<file path="src/rtl/gpu_wb_pkg.sv">
// gpu_wb_pkg: shared types and constants for the GPU Wishbone host slice.
package gpu_wb_pkg;
    localparam int WB_ADDR_W = 27;
    localparam int WB_DATA_W = 32;
    localparam int CMD_W     = 1 + 4 + WB_ADDR_W + WB_DATA_W;

    // GPU port address map
    localparam logic [WB_ADDR_W-1:0] CR_BASE     = 27'h000_0000;
    localparam logic [WB_ADDR_W-1:0] SPRITE_BASE = 27'h000_0100;
    localparam logic [WB_ADDR_W-1:0] SPRITE_LAST = 27'h000_0FFF;
    localparam logic [WB_ADDR_W-1:0] TILE_BASE   = 27'h000_1000;
    localparam logic [WB_ADDR_W-1:0] TEX_BASE    = 27'h000_2000;

    typedef enum logic [1:0] {ST_IDLE, ST_REQ, ST_GAP} wb_state_e;

    typedef struct packed {
        logic                 we;
        logic [3:0]           sel;
        logic [WB_ADDR_W-1:0] adr;
        logic [WB_DATA_W-1:0] dat;
    } wb_cmd_t;
endpackage

</file>
<file path="src/rtl/gpu_wb_cmd_fifo.sv">
// gpu_wb_cmd_fifo: first-word-fall-through command FIFO on registered storage.
module gpu_wb_cmd_fifo
    import gpu_wb_pkg::*;
#(
    parameter int DEPTH = 4
) (
    input  logic                    clk,
    input  logic                    reset_n,
    input  logic                    push_i,
    input  logic                    pop_i,
    input  logic [CMD_W-1:0]        din_i,
    output logic [CMD_W-1:0]        dout_o,
    output logic                    full_o,
    output logic                    empty_o,
    output logic [$clog2(DEPTH):0]  count_o
);
    localparam int AW = $clog2(DEPTH);

    logic [CMD_W-1:0] mem_q [DEPTH];
    logic [AW-1:0]    wr_q, rd_q;
    logic [AW:0]      count_q;
    logic             push, pop;

    assign push    = push_i && !full_o;
    assign pop     = pop_i && !empty_o;
    assign full_o  = count_q == (AW + 1)'(DEPTH);
    assign empty_o = count_q == '0;
    assign count_o = count_q;
    assign dout_o  = mem_q[rd_q];

    always_ff @(posedge clk) begin
        if (push) mem_q[wr_q] <= din_i;
    end

    // Power-of-two depth lets the pointers wrap naturally.
    always_ff @(posedge clk or negedge reset_n) begin
        if (!reset_n) begin
            wr_q    <= '0;
            rd_q    <= '0;
            count_q <= '0;
        end else begin
            if (push) wr_q <= wr_q + AW'(1);
            if (pop) rd_q <= rd_q + AW'(1);
            count_q <= count_q + (AW + 1)'(push) - (AW + 1)'(pop);
        end
    end
endmodule

</file>
<file path="src/rtl/gpu_wb_host.sv">
// gpu_wb_host: Wishbone classic initiator with a command FIFO and an enforced idle gap between cycles.
// Define GPU_WB_HOST_TIMEOUT_EN to abort REQ after TIMEOUT_CYCLES without ack.
module gpu_wb_host
    import gpu_wb_pkg::*;
#(
    parameter int FIFO_DEPTH     = 4,
    parameter int GAP_CYCLES     = 2,
    parameter int TIMEOUT_CYCLES = 255
) (
    input  logic                 clk,
    input  logic                 reset_n,
    input  logic                 i_cmd_valid,
    output logic                 o_cmd_ready,
    input  logic                 i_cmd_we,
    input  logic [WB_ADDR_W-1:0] i_cmd_addr,
    input  logic [WB_DATA_W-1:0] i_cmd_data,
    input  logic [3:0]           i_cmd_sel,
    output logic                 o_rsp_valid,
    output logic [WB_DATA_W-1:0] o_rsp_data,
    output logic                 o_rsp_err,
    output logic                 o_busy,
    output logic                 wb_cyc_o,
    output logic                 wb_stb_o,
    output logic                 wb_we_o,
    output logic [3:0]           wb_sel_o,
    output logic [WB_ADDR_W-1:0] wb_adr_o,
    output logic [WB_DATA_W-1:0] wb_dat_o,
    input  logic [WB_DATA_W-1:0] wb_dat_i,
    input  logic                 wb_ack_i
);
    localparam int GW = $clog2(GAP_CYCLES + 1);
    localparam int CW = $clog2(FIFO_DEPTH);

    if (FIFO_DEPTH < 2 || (FIFO_DEPTH & (FIFO_DEPTH - 1)) != 0 || GAP_CYCLES < 2 || TIMEOUT_CYCLES < 1) begin : g_bad_cfg
        $error("gpu_wb_host: unsupported parameter set");
    end

    wb_state_e            state_q;
    logic [GW-1:0]        gap_q;
    logic                 cyc_q, we_q, rsp_valid_q;
    logic [3:0]           sel_q;
    logic [WB_ADDR_W-1:0] adr_q;
    logic [WB_DATA_W-1:0] dat_q, rsp_data_q;
    wb_cmd_t              head;
    logic                 empty, full, pop, to_hit;
    logic [CW:0]          count;

    assign pop = (state_q == ST_IDLE) && !empty;

    gpu_wb_cmd_fifo #(.DEPTH(FIFO_DEPTH)) u_fifo (
        .clk     (clk),
        .reset_n (reset_n),
        .push_i  (i_cmd_valid),
        .pop_i   (pop),
        .din_i   ({i_cmd_we, i_cmd_sel, i_cmd_addr, i_cmd_data}),
        .dout_o  (head),
        .full_o  (full),
        .empty_o (empty),
        .count_o (count)
    );

    assign o_cmd_ready = !full;
    assign o_busy      = (state_q != ST_IDLE) || (count != '0);
    assign o_rsp_valid = rsp_valid_q;
    assign o_rsp_data  = rsp_data_q;
    assign wb_cyc_o    = cyc_q;
    assign wb_stb_o    = cyc_q;
    assign wb_we_o     = we_q;
    assign wb_sel_o    = sel_q;
    assign wb_adr_o    = adr_q;
    assign wb_dat_o    = dat_q;

`ifdef GPU_WB_HOST_TIMEOUT_EN
    logic [15:0] to_q;
    logic        err_q;

    assign to_hit    = to_q == 16'(TIMEOUT_CYCLES - 1);
    assign o_rsp_err = err_q;

    // Held at zero outside REQ, so every REQ entry starts from a cleared count.
    always_ff @(posedge clk or negedge reset_n) begin
        if (!reset_n) begin
            to_q  <= '0;
            err_q <= 1'b0;
        end else begin
            to_q  <= (state_q == ST_REQ) ? to_q + 16'd1 : '0;
            err_q <= (state_q == ST_REQ) && to_hit && !wb_ack_i;
        end
    end
`else
    assign to_hit    = 1'b0;
    assign o_rsp_err = 1'b0;
`endif

    always_ff @(posedge clk or negedge reset_n) begin
        if (!reset_n) begin
            state_q     <= ST_IDLE;
            gap_q       <= '0;
            cyc_q       <= 1'b0;
            we_q        <= 1'b0;
            sel_q       <= '0;
            adr_q       <= '0;
            dat_q       <= '0;
            rsp_valid_q <= 1'b0;
            rsp_data_q  <= '0;
        end else begin
            rsp_valid_q <= 1'b0;
            case (state_q)
                ST_IDLE: if (!empty) begin
                    we_q    <= head.we;
                    sel_q   <= head.sel;
                    adr_q   <= head.adr;
                    dat_q   <= head.dat;
                    cyc_q   <= 1'b1;
                    state_q <= ST_REQ;
                end
                // An ack coinciding with the terminal count takes priority over the abort.
                ST_REQ: if (wb_ack_i || to_hit) begin
                    cyc_q       <= 1'b0;
                    rsp_valid_q <= 1'b1;
                    rsp_data_q  <= (we_q || !wb_ack_i) ? '0 : wb_dat_i;
                    gap_q       <= GW'(GAP_CYCLES - 1);
                    state_q     <= ST_GAP;
                end
                ST_GAP: begin
                    if (gap_q == '0) state_q <= ST_IDLE;
                    else gap_q <= gap_q - GW'(1);
                end
                default: state_q <= ST_IDLE;
            endcase
        end
    end
endmodule

</file>
<file path="config.mk">
export PLATFORM = sky130hd
export DESIGN_NAME = gpu_wb_host
export DESIGN_NICKNAME = d
export VERILOG_FILES = /design/src/rtl/gpu_wb_pkg.sv /design/src/rtl/gpu_wb_cmd_fifo.sv /design/src/rtl/gpu_wb_host.sv
export SDC_FILE = /design/constraint.sdc
export NUM_CORES = 1
export LEC_CHECK = 0
export BUFFER_PORTS_ARGS = -buffer_cell sky130_fd_sc_hd__buf_2
export CORE_ASPECT_RATIO = 1.75
export CORE_UTILIZATION = 45
export CTS_BUF_LIST = sky130_fd_sc_hd__clkbuf_4 sky130_fd_sc_hd__clkbuf_8 sky130_fd_sc_hd__clkbuf_16
export CTS_CLUSTER_SIZE = 24
export DETAILED_ROUTE_END_ITERATION = 7
export PLACE_DENSITY = 0.79
export SLEW_MARGIN = 20
export SYNTH_ARGS = -nofsm -noshare
export SYNTH_HDL_FRONTEND = slang
export SYNTH_SLANG_ARGS = --single-unit
</file>
<file path="constraint.sdc">
create_clock -name clk -period 2.95 [get_ports clk]
set_input_delay 0.7375 -clock clk [delete_from_list [all_inputs] [get_ports clk]]
set_output_delay 0.7375 -clock clk [all_outputs]
set_load 0.03 [all_outputs]
</file>
==> results of run 1 <==
## power groups by stage
stage | logic (mW) | clock network, mW | registers, mW
2_1_floorplan | 3.44 | 0 | 9.03
3_3_place_gp | 6.16 | 0 | 8.06
3_5_place_dp | 6.27 | 0 | 8.14
4_1_cts | 6.28 | 4.19 | 8.04
5_1_grt | 6.61 | 4.39 | 8.18
6_report | 6.15 | 4.08 | 8.00
## through the flow
stage,area (sq um),instances,worst slack (ns),util [%]
final,16100,1298,0.419,54.7
after global routing,16100,1298,0.264,54.7
after CTS,16100,1292,0.380,54.7
after detailed placement,15100,1235,0.568,51.2
after global placement,15100,1235,0.676,51.2
after floorplan,13600,673,0.539,-
## worst min-delay path by stage
stage                        from        endpoint  slack [ns]  depth (start not counted)
detailed placement  o_rsp_data[2]   o_rsp_data[2]        0.47                          2
global placement    o_rsp_data[2]   o_rsp_data[2]        0.46                          2
global route              reset_n  o_rsp_data[22]        0.21                          1
CTS                       reset_n  o_rsp_data[12]        0.19                          1
floorplan                 reset_n        gap_q[0]        0.44                          0
finish                    reset_n  o_rsp_data[22]        0.19                          1
## sequential cells by signal, summed over array words and instances (netlist names)
name            flops
o_rsp_data         32
u_fifo.rd_q         2
wb_adr_o           27
state_q             2
wb_sel_o            4
wb_we_o             1
wb_dat_o           32
u_fifo.wr_q         2
gap_q               2
o_rsp_valid         1
wb_cyc_o            1
u_fifo.count_o      3
u_fifo.mem_q      256
## final cells by class
type / count / area share (%)
multi-input combinational: 265 / 18.4
timing repair buffer: 213 / 7.29
tap: 382 / 2.96
sequential: 365 / 64.6
clock buffer: 40 / 5.30
antenna: 6 / 0.0930
clock inverter: 17 / 1.14
inverter: 10 / 0.233
## logic make-up after synthesis
family,after synthesis,synth area share [%]
simple gates,84,3.17
other cells,1,0.0276
compound gates,37,1.38
mux,130,16.0
fa+ha+maj,8,0.791
xor+xnor,5,0.322
buf+inv,43,1.75
flops,365,76.5
## placed cells by master, fill, tap and decap left out, drive strengths merged, types with 4 or more instances in the layout
master	netlist	layout
and2	4	4
buf	17	213
clkbuf	16	40
clkinv	0	12
dfrtp	109	109
diode	0	6
edfxtp	256	256
ha	7	7
inv	10	11
mux2	65	65
mux4	64	64
nand2	37	37
nand2b	35	35
o21ai	36	36
xnor2	4	4
## layer usage
layer | wire length, um | vias to the layer above | track usage, %
li1 | - | 3019 | -
met5 | 0 | - | 0
met3 | 930 | 46 | 1.94
met2 | 14200 | 204 | 30.1
met4 | 1070 | 0 | 9.77
met1 | 9750 | 3460 | 20.1
## critical path: stages, from the launching register on
cell and delay [ns]:
dfrtp_1 0.41, or3_1 0.45, nand2b_1 0.18, buf_2 0.19
==> results.tsv, run 1 <==
stage	metric	value	unit
synth	synthArstFlopShare	29.9	%
job	cap_violations	0	
final_layout	nNetsFinal	994	
cts	cts.sinks	365	
synth	yosysMostFrequentCell	edfxtp_1	
critical_path	worst_r2r_path_depth	4	
cts	cts_hold_buf	0	
global_route	overflow	0	
synth	synthDominantCellAreaShare	56.5	%
cts	cts_resized	0	
final_layout	syn2layout_area_growth	18.6	%
sta	hold_violations	0	
route	drtIter0Drc	270	
cts	post_cts_buffers	0	
final_layout	seqCellArea	10400	sq um
final_layout	multi_input_area	2970	sq um
route	first_pass_iters	4	
power	p_int	12.1	mW
synth	yosys_most_used_dff	edfxtp_1	
critical_path	cp-startpoint	u_fifo.count_o[1]	
cts	numCtsBuffers	31	
floorplanning	die_y	232	um
global_route	first_global_vias	6975	
cts	cts_tree	yes	
cts	clk_path_buf_depth	3	
power	power.leakage	6.13	nW
cts	h-tree-depth	1	
route	wl_per_cell	20.0	um
critical_path	crit_required	2.21	ns
synth	avgSynthCellArea	20.2	sq um
power	p_sw_share	33.7	%
synth	synth_common_cells	256 x edfxtp_1, 109 x dfrtp_1, 65 x mux2_2	
sta	setup-violations-final	0	
global_route	grt_max_degree	68	
power	clkPwrFrac	22.4	%
sta	max_freq	0.395	GHz
floorplanning	top_level_ports	202	
power	powerDensity	1130	nW/um^2
place	io_buffer_count	200	
synth	synthCells	673	
sta	fin_worst_skew	0.0107	ns
global_route	gr-usage-all-layers	17.1	%
power	sequentialPowerShare	43.9	%
route	drc	0	
critical_path	start_kind	register	
cts	cts_root_buffer	clkbuf_16	
critical_path	critPathCaptureType	output pin	
place	gp_congestion	0.722	
floorplanning	num_rows	83	
hold_path	hp-class	primary input to async pin	
route	finalWirelength	25.9	mm
critical_path	cp.arrival	1.79	ns
route	num_vias	6729	
synth	yosysTopAreaCell	edfxtp_1	
place	hpwlAfterDp	16.7	mm
critical_path	r2r_slack	0.71	ns
sta	period_needed	2.53	ns
critical_path	endpoint	o_busy	
sta	relSlewSlack	38.2	%
final_layout	final.fill_count	2252	
route	final_antenna_net_count	0	
synth	yosys_warnings	0	
critical_path	critPathKind	register to output pin	
sta	finalSetupTns	0	ns
power	p_total	18.2	mW
power	vdd_ir_drop_max	0.717	mV
sta	tightest_slew	0.926	ns
critical_path	worstReg2RegStart	u_fifo.count_o[1]	
cts	clk_pin_slew_worst_paths	0.07	ns
power	power_frac_comb	33.7	%
critical_path	crit_fanout	4	
synth	yosys_register_bits	365	
sta	timing.final.crit_share	85.8	%
floorplanning	die_area	31000	sq um
synth	ys_seq_area_share	76.5	%
floorplanning	initial_core_util	46.1	%
synth	ys_types	27	
synth	synth_enable_flop_cells	256	
sta	rsz0062_at_grt	false	
global_route	antenna_found_initial	6	
route	vias_per_cell	5.18	
final_layout	drive_gt1_share	44.6	%
global_route	grt_pass1_wl	39.4	mm
outcome	status	finished, final reports clean	
sta	hold_ws	0.189	ns
floorplanning	core	29500	sq um
cts	clk-insertion-delay-late	0.56	ns
critical_path	r2r-end	wb_adr_o[13]	
floorplanning	die_w	133	um
sta	maxSlewViolCount	0	
synth	syn_nets	781	
synth	synth_area	13600	sq um
power	p_sw	6.15	mW
synth	yosys-top-cells-area	edfxtp_1 56%, dfrtp_1 20%, mux4_2 11%, mux2_2 5.4%, nand2b_1 1.6%	
(Power assumes the default switching activity.)
==> run 2: changes to the inputs <==
==> constraint.sdc (replaced) <==
create_clock -name clk -period 2.95 [get_ports clk]
set_input_delay 0.7375 -clock clk [delete_from_list [all_inputs] [get_ports clk]]
set_output_delay 0.7375 -clock clk [all_outputs]
set_load 0.02 [all_outputs]
==> run 2 against run 1 <==
Effect of this change: global-route usage is 0.45 points higher; sequential share of layout area is 0.31 points lower; final cell count down 0.15%; critical endpoint unchanged; first-iteration DRC count up 34%; clock skew shrank 0.0022 ns; via count barely moved; largest cell class unchanged; non-clock buffer count up 4; sequential power hardly changed; combinational power shrank 7.5%.
==> results.tsv, run 2 (synthesis gave the netlist of run 1 again) <==
stage	metric	value	unit	change
cts	clk_pin_slew_worst_paths	0.07	ns	about the same
power	vdd_ir_drop_max	0.766	mV	+6.8%
route	final_antenna_net_count	0		unchanged
sta	tightest_slew	0.955	ns	+0.0285 ns
route	drc	0		unchanged
critical_path	start_kind	register		
global_route	grt_max_degree	68		unchanged
sta	timing.final.crit_share	85.2	%	-0.55 points
sta	period_needed	2.51	ns	-0.0162 ns
final_layout	final.fill_count	2244		-0.36%
final_layout	final_common_cell	edfxtp_1		
sta	finalSetupTns	0	ns	unchanged
critical_path	critPathKind	register to output pin		
critical_path	crit_fanout	4		unchanged
route	first_pass_iters	4		unchanged
sta	rsz0062_at_grt	false		
cts	h-tree-depth	1		unchanged
critical_path	crit_required	2.21	ns	about the same
place	gp_congestion	0.734		+1.7%
floorplanning	die_y	232	um	unchanged
route	num_vias	6723		-0.089%
route	vias_per_cell	5.19		about the same
floorplanning	num_rows	83		unchanged
sta	maxSlewViolCount	0		unchanged
critical_path	cp.arrival	1.78	ns	about the same
floorplanning	core	29500	sq um	unchanged
job	cap_violations	0		unchanged
sta	hold_ws	0.160	ns	-0.0287 ns
cts	cts.sinks	365		unchanged
sta	relSlewSlack	36.3	%	-1.9 points
global_route	grt_pass1_wl	40.6	mm	+3.0%
cts	cts_tree	yes		
hold_path	hp-class	primary input to async pin		
power	powerDensity	1100	nW/um^2	-2.3%
final_layout	final_cells	1296		-0.15%
power	p_total	17.9	mW	-1.9%
global_route	overflow	0		unchanged
sta	setup-violations-final	0		unchanged
place	preCtsSetupSlack	0.523	ns	-0.0451 ns
floorplanning	die_w	133	um	unchanged
cts	clk-insertion-delay-late	0.56	ns	about the same
sta	setup_slack	0.435	ns	+0.0162 ns
global_route	gr-usage-all-layers	17.5	%	+0.45 points
final_layout	seqCellArea	10400	sq um	unchanged
final_layout	drive_gt1_share	44.6	%	about the same
cts	numCtsBuffers	30		-3.2%
place	numPlacedInstances	1239		+0.32%
sta	hold_violations	0		unchanged
place	io_buffer_count	200		unchanged
cts	post_cts_buffers	0		unchanged
critical_path	critPathCaptureType	output pin		
sta	fin_worst_skew	0.00853	ns	-0.00215 ns
global_route	antenna_found_initial	1		-5
route	finalWirelength	26.7	mm	+2.9%
sta	max_freq	0.398	GHz	+0.64%
route	wl_per_cell	20.6	um	+3.0%
global_route	first_global_vias	7072		+1.4%
cts	cts_resized	0		unchanged
final_layout	largest_reg_flops	256		unchanged
floorplanning	top_level_ports	202		unchanged
final_layout	multi_input_area	2970	sq um	unchanged
floorplanning	initial_core_util	46.1	%	unchanged
cts	clk_path_buf_depth	3		unchanged
cts	cts_root_buffer	clkbuf_16		
final_layout	syn2layout_area_growth	19.2	%	
final_layout	layout_common_cells	256 x edfxtp_1, 199 x buf_2, 107 x dfrtp_1		
outcome	status	finished, final reports clean		
place	hpwlAfterDp	17.7	mm	+6.0%
power	power.leakage	6.16	nW	+0.49%
route	drtIter0Drc	362		+34%
final_layout	nNetsFinal	997		+0.30%
cts	cts_hold_buf	0		unchanged
floorplanning	die_area	31000	sq um	unchanged
final_layout	regMostFlops	u_fifo.mem_q		
## run 2: layout make-up
type / instances / share of cell area, %
repair buffers: 217 / 7.67
clock inverters: 14 / 1.11
flip-flops and latches: 365 / 64.3
inverters: 10 / 0.231
diodes: 1 / 0.0154
clock buffers: 42 / 5.45
well taps: 382 / 2.95
multi-input cells: 265 / 18.3
## run 2: final timing paths
path / startpoint / endpoint / slack [ns] / depth (start not counted)
max: u_fifo.count_o[1] / o_busy / 0.44 / 3
min: reset_n / o_rsp_data[15] / 0.16 / 1
max reg2reg: u_fifo.count_o[1] / wb_dat_o[1] / 0.71 / 4
min reg2reg: o_rsp_data[23] / o_rsp_data[23] / 0.48 / 2
max in group asynchronous: reset_n / wb_adr_o[11] / 2.04 / 2
min in group clk: i_cmd_addr[1] / u_fifo.mem_q[3][33] / 0.39 / 1
## run 2: metal layers
metal / vias up / wire, um / track usage (%)
li1: 3026 / - / -
met1: 3438 / 9650 / 19.7
met2: 213 / 15100 / 33.0
met3: 46 / 1130 / 2.29
met4: 0 / 814 / 7.14
met5: - / 0 / 0
## run 2: stage by stage
stage,utilization [%],area (sq um)
2_1_floorplan,-,13600
3_3_place_gp,51.4,15200
3_5_place_dp,51.4,15200
4_1_cts,55.0,16200
5_1_grt,55.0,16200
6_report,55.0,16200
## run 2: where the power goes
| part | switching, mW | total [mW] | internal (mW) |
|---|---|---|---|
| registers | 0.917 | 8.00 | 7.08 |
| logic | 2.99 | 5.69 | 2.70 |
| clock network | 1.75 | 4.20 | 2.45 |
| total | 5.66 | 17.9 | 12.2 |
## run 2: critical path, stage by stage, from the launching register on
cell      delay, ns
dfrtp_1        0.41
or3_1          0.45
nand2b_1       0.18
buf_2          0.18
